[src/rtl/emu_ram_tester.sv]
// AXI4 write-then-read-back traffic generator for the emulated RAM model.
// Writes NUM_BURSTS INCR bursts of a seeded pattern, reads them back and counts mismatches.
module emu_ram_tester #(
   parameter int                    ADDR_WIDTH = 32,
   parameter int                    DATA_WIDTH = 64,
   parameter int                    ID_WIDTH   = 4,
   parameter logic [ADDR_WIDTH-1:0] BASE_ADDR  = '0,
   parameter int                    NUM_BURSTS = 16,
   parameter int                    BURST_LEN  = 16,
   parameter logic [31:0]           SEED       = 32'h1234_0000
) (
   input  logic                    clk,
   input  logic                    rst,
   input  logic                    start,
   output logic                    busy,
   output logic                    done,
   output logic                    error,
   output logic [15:0]             err_count,
   output logic                    m_axi_awvalid,
   input  logic                    m_axi_awready,
   output logic [ADDR_WIDTH-1:0]   m_axi_awaddr,
   output logic [7:0]              m_axi_awlen,
   output logic [2:0]              m_axi_awsize,
   output logic [1:0]              m_axi_awburst,
   output logic [ID_WIDTH-1:0]     m_axi_awid,
   output logic                    m_axi_awlock,
   output logic [3:0]              m_axi_awcache,
   output logic [2:0]              m_axi_awprot,
   output logic [3:0]              m_axi_awqos,
   output logic [3:0]              m_axi_awregion,
   output logic                    m_axi_wvalid,
   input  logic                    m_axi_wready,
   output logic [DATA_WIDTH-1:0]   m_axi_wdata,
   output logic [DATA_WIDTH/8-1:0] m_axi_wstrb,
   output logic                    m_axi_wlast,
   input  logic                    m_axi_bvalid,
   output logic                    m_axi_bready,
   input  logic [1:0]              m_axi_bresp,
   input  logic [ID_WIDTH-1:0]     m_axi_bid,
   output logic                    m_axi_arvalid,
   input  logic                    m_axi_arready,
   output logic [ADDR_WIDTH-1:0]   m_axi_araddr,
   output logic [7:0]              m_axi_arlen,
   output logic [2:0]              m_axi_arsize,
   output logic [1:0]              m_axi_arburst,
   output logic [ID_WIDTH-1:0]     m_axi_arid,
   output logic                    m_axi_arlock,
   output logic [3:0]              m_axi_arcache,
   output logic [2:0]              m_axi_arprot,
   output logic [3:0]              m_axi_arqos,
   output logic [3:0]              m_axi_arregion,
   input  logic                    m_axi_rvalid,
   output logic                    m_axi_rready,
   input  logic [DATA_WIDTH-1:0]   m_axi_rdata,
   input  logic [1:0]              m_axi_rresp,
   input  logic [ID_WIDTH-1:0]     m_axi_rid,
   input  logic                    m_axi_rlast
);

   localparam int                    LANES       = DATA_WIDTH / 32;
   localparam logic [2:0]            AX_SIZE     = 3'($clog2(DATA_WIDTH / 8));
   localparam logic [7:0]            AX_LEN      = 8'(BURST_LEN - 1);
   localparam logic [ADDR_WIDTH-1:0] BURST_BYTES = ADDR_WIDTH'(BURST_LEN * (DATA_WIDTH / 8));
   localparam logic [31:0]           BEAT_STEP   = 32'(LANES);
   localparam logic [31:0]           BURST_STEP  = 32'(BURST_LEN * LANES);
   localparam logic [15:0]           LAST_BURST  = 16'(NUM_BURSTS - 1);
   localparam logic [15:0]           LAST_BEAT   = 16'(BURST_LEN - 1);

   typedef enum logic [2:0] {IDLE, W_AW, W_DATA, W_RESP, R_AR, R_DATA, DONE} state_t;

   state_t                  state;
   logic [15:0]             b, k;
   logic [ADDR_WIDTH-1:0]   addr_q;
   logic [31:0]             burst_pat, beat_pat;
   logic                    err_b, err_r, err_hit;

   // Lane j of a beat whose lane-0 word is base.
   function automatic logic [DATA_WIDTH-1:0] pattern(input logic [31:0] base);
      logic [DATA_WIDTH-1:0] p;
      p = '0;
      for (int j = 0; j < LANES; j++) p[32*j +: 32] = base + 32'(j);
      return p;
   endfunction

   assign m_axi_awaddr   = addr_q;
   assign m_axi_araddr   = addr_q;
   assign m_axi_awlen    = AX_LEN;
   assign m_axi_arlen    = AX_LEN;
   assign m_axi_awsize   = AX_SIZE;
   assign m_axi_arsize   = AX_SIZE;
   assign m_axi_awburst  = 2'b01;
   assign m_axi_arburst  = 2'b01;
   assign m_axi_awid     = '0;
   assign m_axi_arid     = '0;
   assign m_axi_awlock   = 1'b0;
   assign m_axi_arlock   = 1'b0;
   assign m_axi_awcache  = 4'd0;
   assign m_axi_arcache  = 4'd0;
   assign m_axi_awprot   = 3'd0;
   assign m_axi_arprot   = 3'd0;
   assign m_axi_awqos    = 4'd0;
   assign m_axi_arqos    = 4'd0;
   assign m_axi_awregion = 4'd0;
   assign m_axi_arregion = 4'd0;
   assign m_axi_wstrb    = '1;

   assign err_b = (state == W_RESP) && m_axi_bvalid && m_axi_bready &&
                  ((m_axi_bresp != 2'd0) || (m_axi_bid != '0));
   // A beat contributes at most one error regardless of how many fields are wrong.
   assign err_r = (state == R_DATA) && m_axi_rvalid && m_axi_rready &&
                  ((m_axi_rdata != pattern(beat_pat)) || (m_axi_rresp != 2'd0) ||
                   (m_axi_rid != '0) || (m_axi_rlast && (k != LAST_BEAT)));
   assign err_hit = err_b || err_r;

   always_ff @(posedge clk or posedge rst) begin
      if (rst) begin
         state         <= IDLE;
         b             <= '0;
         k             <= '0;
         addr_q        <= BASE_ADDR;
         burst_pat     <= SEED;
         beat_pat      <= SEED;
         busy          <= 1'b0;
         done          <= 1'b0;
         error         <= 1'b0;
         err_count     <= '0;
         m_axi_awvalid <= 1'b0;
         m_axi_wvalid  <= 1'b0;
         m_axi_wdata   <= '0;
         m_axi_wlast   <= 1'b0;
         m_axi_bready  <= 1'b0;
         m_axi_arvalid <= 1'b0;
         m_axi_rready  <= 1'b0;
      end else begin
         if (err_hit) begin
            error <= 1'b1;
            if (err_count != 16'hFFFF) err_count <= err_count + 16'd1;
         end
         case (state)
            IDLE, DONE: if (start) begin
               state         <= W_AW;
               busy          <= 1'b1;
               done          <= 1'b0;
               error         <= 1'b0;
               err_count     <= '0;
               b             <= '0;
               addr_q        <= BASE_ADDR;
               burst_pat     <= SEED;
               m_axi_awvalid <= 1'b1;
            end
            W_AW: if (m_axi_awready) begin
               m_axi_awvalid <= 1'b0;
               m_axi_wvalid  <= 1'b1;
               m_axi_wdata   <= pattern(burst_pat);
               m_axi_wlast   <= (LAST_BEAT == 16'd0);
               beat_pat      <= burst_pat;
               k             <= '0;
               state         <= W_DATA;
            end
            W_DATA: if (m_axi_wready) begin
               k           <= k + 16'd1;
               beat_pat    <= beat_pat + BEAT_STEP;
               m_axi_wdata <= pattern(beat_pat + BEAT_STEP);
               m_axi_wlast <= (k + 16'd1 == LAST_BEAT);
               if (m_axi_wlast) begin
                  m_axi_wvalid <= 1'b0;
                  m_axi_bready <= 1'b1;
                  state        <= W_RESP;
               end
            end
            W_RESP: if (m_axi_bvalid) begin
               m_axi_bready <= 1'b0;
               if (b == LAST_BURST) begin
                  b             <= '0;
                  addr_q        <= BASE_ADDR;
                  burst_pat     <= SEED;
                  m_axi_arvalid <= 1'b1;
                  state         <= R_AR;
               end else begin
                  b             <= b + 16'd1;
                  addr_q        <= addr_q + BURST_BYTES;
                  burst_pat     <= burst_pat + BURST_STEP;
                  m_axi_awvalid <= 1'b1;
                  state         <= W_AW;
               end
            end
            R_AR: if (m_axi_arready) begin
               m_axi_arvalid <= 1'b0;
               m_axi_rready  <= 1'b1;
               beat_pat      <= burst_pat;
               k             <= '0;
               state         <= R_DATA;
            end
            // Only rlast closes a burst; the next burst restarts the pattern from its nominal base.
            R_DATA: if (m_axi_rvalid) begin
               k        <= k + 16'd1;
               beat_pat <= beat_pat + BEAT_STEP;
               if (m_axi_rlast) begin
                  m_axi_rready <= 1'b0;
                  if (b == LAST_BURST) begin
                     b     <= '0;
                     done  <= 1'b1;
                     busy  <= 1'b0;
                     state <= DONE;
                  end else begin
                     b             <= b + 16'd1;
                     addr_q        <= addr_q + BURST_BYTES;
                     burst_pat     <= burst_pat + BURST_STEP;
                     m_axi_arvalid <= 1'b1;
                     state         <= R_AR;
                  end
               end
            end
            default: state <= IDLE;
         endcase
      end
   end

endmodule

[config.mk]
export PLATFORM = sky130hd
export DESIGN_NAME = emu_ram_tester
export DESIGN_NICKNAME = d
export VERILOG_FILES = /design/src/rtl/emu_ram_tester.sv
export SDC_FILE = /design/constraint.sdc
export NUM_CORES = 1
export LEC_CHECK = 0
export BUFFER_PORTS_ARGS = -buffer_cell sky130_fd_sc_hd__buf_2
export CORE_MARGIN = 4
export CORE_UTILIZATION = 55
export CTS_CLUSTER_DIAMETER = 120
export DETAILED_ROUTE_END_ITERATION = 10
export HOLD_SLACK_MARGIN = 0.1
export PLACE_DENSITY = 0.81
export REMOVE_ABC_BUFFERS = 1
export SYNTH_ARGS = -nofsm -noshare
export SYNTH_HDL_FRONTEND = slang
export SYNTH_SLANG_ARGS = --single-unit
export TNS_END_PERCENT = 30
[constraint.sdc]
create_clock -name clk -period 8.18 [get_ports clk]
set_input_delay 0.818 -clock clk [delete_from_list [all_inputs] [get_ports clk]]
set_output_delay 0.818 -clock clk [all_outputs]
set_load 0.005 [all_outputs]
==> results.cfg, run 1 <==
[placed_design]
gp_congestion = 0.9963
hpwl_mm = 30.73
port_buffers = 223
pre_cts_slack_ns = 3.872
place_inst = 2117

[drt]
drcViolationCount = 0
postRouteAntennaNets = 0
wirelength_mm = 42.62
drtIter0Drc = 1372
drtPass1Iterations = 7
wire_per_inst_microns = 19.72
vias = 13140
viasPerCell = 6.079

[power]
p_clk_frac = 0.302
power.internal_mw = 2.222
powerDensity_nw_per_um2 = 235.1
p_leak_nw = 6.896
switchingPower_mw = 1.443
p_comb_frac = 0.331
total_power_mw = 3.665
ir_drop_mv = 0.1945
seqPwrFrac = 0.367
power.share.switching = 0.3938

[sta]
tns_ns = 0
fin_skew_ns = 0.01686
slew_violations = 0
period_needed_ns = 4.391
hold_viol_final = 0
whs_ns = 0.4749
clock.fmax_mhz = 227.7
rsz0062_at_grt = no
final.period_utilization = 0.5368
relSlewSlack = 0.1450
finalSetupViolCount = 0
worst_pin_slew_ns = 1.283
post-route-worst-setup-slack_ns = 3.789

[finish]
fillers = 2171
regArea_sq_um = 5218
area_growth_pct = 10.18
multiInputGateArea_sq_um = 7870
stdcell_count = 2161
final_layout_size_suffix_gt1_frac = 0.1802
n_antenna_cell = 0
layout.nets = 1907

[floorplan]
dieWidth_microns = 168.4
coreArea_sq_um = 25250
start_util = 0.5602
std_cell_rows = 58
fp.dieH_microns = 168.4
fp.dieArea_sq_um = 28360
io_pins = 312

[logic_synthesis]
synth_seq_cells = 208
post_synth_num_cell_types = 79
yosysMostFrequentCell = nand2_1
synth_edf_count = 0
yosys_warnings = 0
ys.flop_type = dfrtp_1
synthCells = 1685
synthesis.area_sq_um = 14150
synth.area.top_cells = dfrtp_1, buf_4, xnor2_1
synth.top_cell.area_share = 0.3502
yosysSeqAreaShare = 0.3688
synthArstFlopShare = 1.000
synthTopCellsByCount = nand2_1, dfrtp_1, o21ai_0, nor2_1, buf_4
yosysTopAreaCell = dfrtp_1
syn_area_per_cell_sq_um = 8.397

[run]
max_cap_viol_count = 0

[cts]
cts_setup_buffers = 0
post_cts_resized = 0
cts_tree = built
clock_path_buffers = 3
clock_sinks = 208
cts.clk_slew.worst_paths_ns = 0.06
cts_max_level = 1
ctsHoldBuffers = 0
clk_root_buffer_cell = clkbuf_16
insertion_delay_ns = 0.54
numCtsBuffers = 24

[critical_path]
rrSetupSlack_ns = 3.79
end_kind = register
timing.rr.end = m_axi_wdata[62]
rr_worst_depth = 11
path_class = reg -> reg
start_kind = register
crit_start = state[0]
endpoint = m_axi_wdata[62]
r2r-start = state[0]
critical_path_arrival_ns = 4.84
cp_data_required_time_ns = 8.63
crit_fanout = 40

[global_route]
grtUsageTotal = 0.2884
grt_max_degree = 139
grt_first_pass_wirelength_mm = 66.85
grt_pass1_vias = 12280
grt-ovfl-total = 0
antenna_found_initial = 3

[outcome]
status = completed

[min_path]
hp-class = reg -> reg
[logic make-up (layout without fill, tap and decap cells)]
logic type,Yosys count,after routing,share of synthesized area
other,2,88,0.0005308
AOI/OAI and AO/OA,339,339,0.1488
xor gates and xnor gates,159,159,0.09843
DFF,208,208,0.3688
and+or+nand+nor,713,713,0.2632
muxes,17,17,0.01220
adders and majority gates,9,9,0.007959
buffers and inverters,238,298,0.1001
[through the flow]
stage,instance area (sq um),util
2_1_floorplan,13130,-
3_3_place_gp,14780,0.5852
3_5_place_dp,14780,0.5852
6_report,15590,0.6173
4_1_cts,15590,0.6173
5_1_grt,15590,0.6173
[power by group through the flow]
stage                     Clock, mW  Combinational [mW]  Sequential [mW]
after floorplan                   0               0.732             1.32
after global placement            0                1.16             1.35
after detailed placement          0                1.19             1.36
after CTS                      1.12                1.20             1.34
after global routing           1.17                1.33             1.37
final                          1.11                1.21             1.35
[metal layers]
metal,vias to the layer above,global-route usage,share of wire
met3,111,0.06762,0.10
met4,4,0.1073,0.038
li1,6024,-,-
met1,6315,0.3993,0.41
met2,683,0.4434,0.45
met5,-,0,0.00080
[worst max-delay path, stage by stage (launching register included)]
cell      delay [ns]
dfrtp_1         0.73
or3b_1          0.51
buf_4           0.27
nor2_1          0.18
ha_1            0.21
nand4_1         0.18
a2111o_1        0.45
or3_4           0.41
nor4_4          0.46
nand4_1         0.27
or3_1           0.43
a31oi_1         0.16
[worst min path at each step]
stage | slack (ns) | cells after the start | start | endpoint
final | 0.47 | 2 | m_axi_wdata[30] | m_axi_wdata[30]
after global routing | 0.50 | 2 | m_axi_wdata[29] | m_axi_wdata[29]
after CTS | 0.48 | 2 | m_axi_wdata[30] | m_axi_wdata[30]
after detailed placement | 0.46 | 2 | m_axi_wdata[30] | m_axi_wdata[30]
after global placement | 0.45 | 2 | m_axi_wdata[47] | m_axi_wdata[47]
after floorplan | 0.47 | 2 | m_axi_wdata[33] | m_axi_wdata[33]
[cell type report]
cell class | count | area share
inverter | 21 | 0.005538
clock buffer | 35 | 0.04503
timing repair buffer | 233 | 0.07641
clock inverter | 9 | 0.006983
tap | 330 | 0.02649
multi-input combinational | 1325 | 0.5049
sequential | 208 | 0.3347
[flip-flops by register name, indices dropped and copies added, names as in the netlist]
| name | count |
|---|---|
| busy | 1 |
| m_axi_wlast | 1 |
| k | 16 |
| burst_pat | 27 |
| state | 3 |
| b | 16 |
| m_axi_araddr | 25 |
| m_axi_rready | 1 |
| beat_pat | 32 |
| error | 1 |
| m_axi_arvalid | 1 |
| m_axi_wvalid | 1 |
| m_axi_awvalid | 1 |
| m_axi_bready | 1 |
| m_axi_wdata | 64 |
| err_count | 16 |
| done | 1 |
[layout by cell type (no fill, tap or decap), types with 7 or more instances in the layout]
cell / n
buf_2: 223
inv_1: 19
ha_1: 9
a221o_1: 11
o21ai_0: 153
mux2i_1: 15
xor2_1: 60
a21oi_1: 52
a22o_1: 7
nand3_1: 68
clkbuf_16: 24
or3_1: 27
nand4_1: 55
a31oi_1: 20
and3_1: 25
nand2_1: 217
o31ai_1: 21
dfrtp_1: 198
nand3b_1: 7
or4_1: 14
buf_4: 10
nor3b_1: 7
o21a_1: 8
nand2b_1: 10
nor3_1: 41
nor4_1: 35
a22oi_1: 9
conb_1: 88
nor2b_1: 12
xnor2_1: 99
nor2_1: 136
a211oi_1: 10
or2_2: 10
dfstp_2: 10
Power figures use the tool's default switching activity.
==> run 2: changes to the inputs <==
Clock period 8.18 ns to 4.5 ns, I/O delays scaled along.
==> run 2 against run 1 <==
Against the previous run:
- first-iteration DRC count rose by 3.8%
- design area increased by 1.1%
- critical path type unchanged
- setup slack lost 3.3 ns
- largest cell class unchanged
- die area stayed put
- highest routed layer unchanged
==> results.cfg, run 2 (synthesis gave the netlist of run 1 again) <==
[cts]
cts_tree = built
numCtsBuffers = 24
insertion_delay_ns = 0.53
clock_path_buffers = 3
cts_max_level = 1
post_cts_resized = 0
clk_root_buffer_cell = clkbuf_16
cts.clk_slew.worst_paths_ns = 0.06
cts_setup_buffers = 0
ctsHoldBuffers = 0
clock_sinks = 208

[power]
powerDensity_nw_per_um2 = 429.5
power.internal_mw = 4.134
p_clk_frac = 0.306
p_leak_nw = 6.999
power.share.switching = 0.3892
switchingPower_mw = 2.634
seqPwrFrac = 0.355
p_comb_frac = 0.339
total_power_mw = 6.767
ir_drop_mv = 0.3046

[global_route]
grt-ovfl-total = 0
use_met2 = 0.4630
grtUsageMet3 = 0.04649
antenna_found_initial = 2
grt-busiest-layer = met2
grtUsageTotal = 0.2919
grt_util_met1 = 0.4155
grt_max_degree = 126
grt_pass1_vias = 12120
grt_first_pass_wirelength_mm = 67.41

[floorplan]
fp.dieH_microns = 168.4
dieWidth_microns = 168.4
std_cell_rows = 58
start_util = 0.5602
fp.dieArea_sq_um = 28360
coreArea_sq_um = 25250
io_pins = 312

[critical_path]
path_class = reg -> reg
end_kind = register
start_kind = register
crit_fanout = 9
crit_start = beat_pat[1]
cp_data_required_time_ns = 4.95
r2r-start = beat_pat[1]
critical_path_arrival_ns = 4.48

[finish]
largest_register = m_axi_wdata
design_area_sq_um = 15760
area_growth_pct = 11.37
largestRegisters = m_axi_wdata: 64 flops, beat_pat: 32 flops, burst_pat: 27 flops
final_common_cell = buf_2
stdcell_count = 2180
final_util = 0.6240
final_layout_size_suffix_gt1_frac = 0.1882
largest_register_ffs = 64
layout.nets = 1925
final_cell_mix = buf_2, nand2_1, dfrtp_1, o21ai_0, nor2_1

[sta]
hold_viol_final = 0
period_needed_ns = 4.030
slew_violations = 0
rsz0062_at_grt = no
finalSetupViolCount = 0
tns_ns = 0
clock.fmax_mhz = 248.1
post-route-worst-setup-slack_ns = 0.4701
fin_skew_ns = 0.009379
worst_pin_slew_ns = 1.041
final.period_utilization = 0.8955
whs_ns = 0.07177
relSlewSlack = 0.3020

[drt]
wirelength_mm = 43.36
viasPerCell = 6.037
wire_per_inst_microns = 19.89
drtPass1Iterations = 6
postRouteAntennaNets = 0
drcViolationCount = 0
drtIter0Drc = 1424
vias = 13160

[placed_design]
gp_congestion = 1.002
dpl_cell_area_sq_um = 14930
place_inst = 2135
port_buffers = 223
hpwl_mm = 31.70
pre_cts_slack_ns = 0.6099

[run]
max_cap_viol_count = 0

[min_path]
hp-class = in -> async

[outcome]
status = completed
[run 2: final timing paths]
check | to | slack, ns | depth (start not counted)
max | m_axi_wdata[63] | 0.47 | 9
min | m_axi_araddr[17] | 0.07 | 2
max reg2reg | m_axi_wdata[63] | 0.47 | 9
min reg2reg | m_axi_wdata[9] | 0.47 | 2
max in group asynchronous | beat_pat[25] | 3.45 | 3
min in group clk | m_axi_arvalid | 0.22 | 2
[run 2: worst max-delay path: stages (launching register included)]
cell	delay, ns
dfrtp_1	0.55
ha_1	0.42
xor2_1	0.45
nand4_1	0.21
a2111oi_2	0.70
nand4_2	0.25
nor4_4	0.51
nand3_4	0.14
or4_1	0.55
a31oi_1	0.17
[run 2: final cells by class]
| type | count | area [sq um] |
|---|---|---|
| multi-input combinational | 1325 | 7870 |
| sequential | 208 | 5218 |
| timing repair buffer | 251 | 1339 |
| antenna | 1 | 2.502 |
| clock inverter | 13 | 171.4 |
| clock buffer | 31 | 658.1 |
| inverter | 21 | 86.33 |
| fill | 2214 | 9497 |
| tap | 330 | 412.9 |
[run 2: metal layers]
| layer | wire length (microns) | vias up |
|---|---|---|
| met5 | 8 | - |
| met4 | 1268 | 2 |
| met3 | 4246 | 81 |
| met2 | 19880 | 673 |
| met1 | 17960 | 6341 |
| li1 | - | 6064 |
[run 2: power by group through the flow]
stage	clock network (mW)	logic, mW	registers, mW
finish	2.07	2.29	2.40
global route	2.18	2.50	2.44
CTS	2.09	2.26	2.40
detailed placement	0	2.25	2.43
global placement	0	2.21	2.41
floorplan	0	1.33	2.40
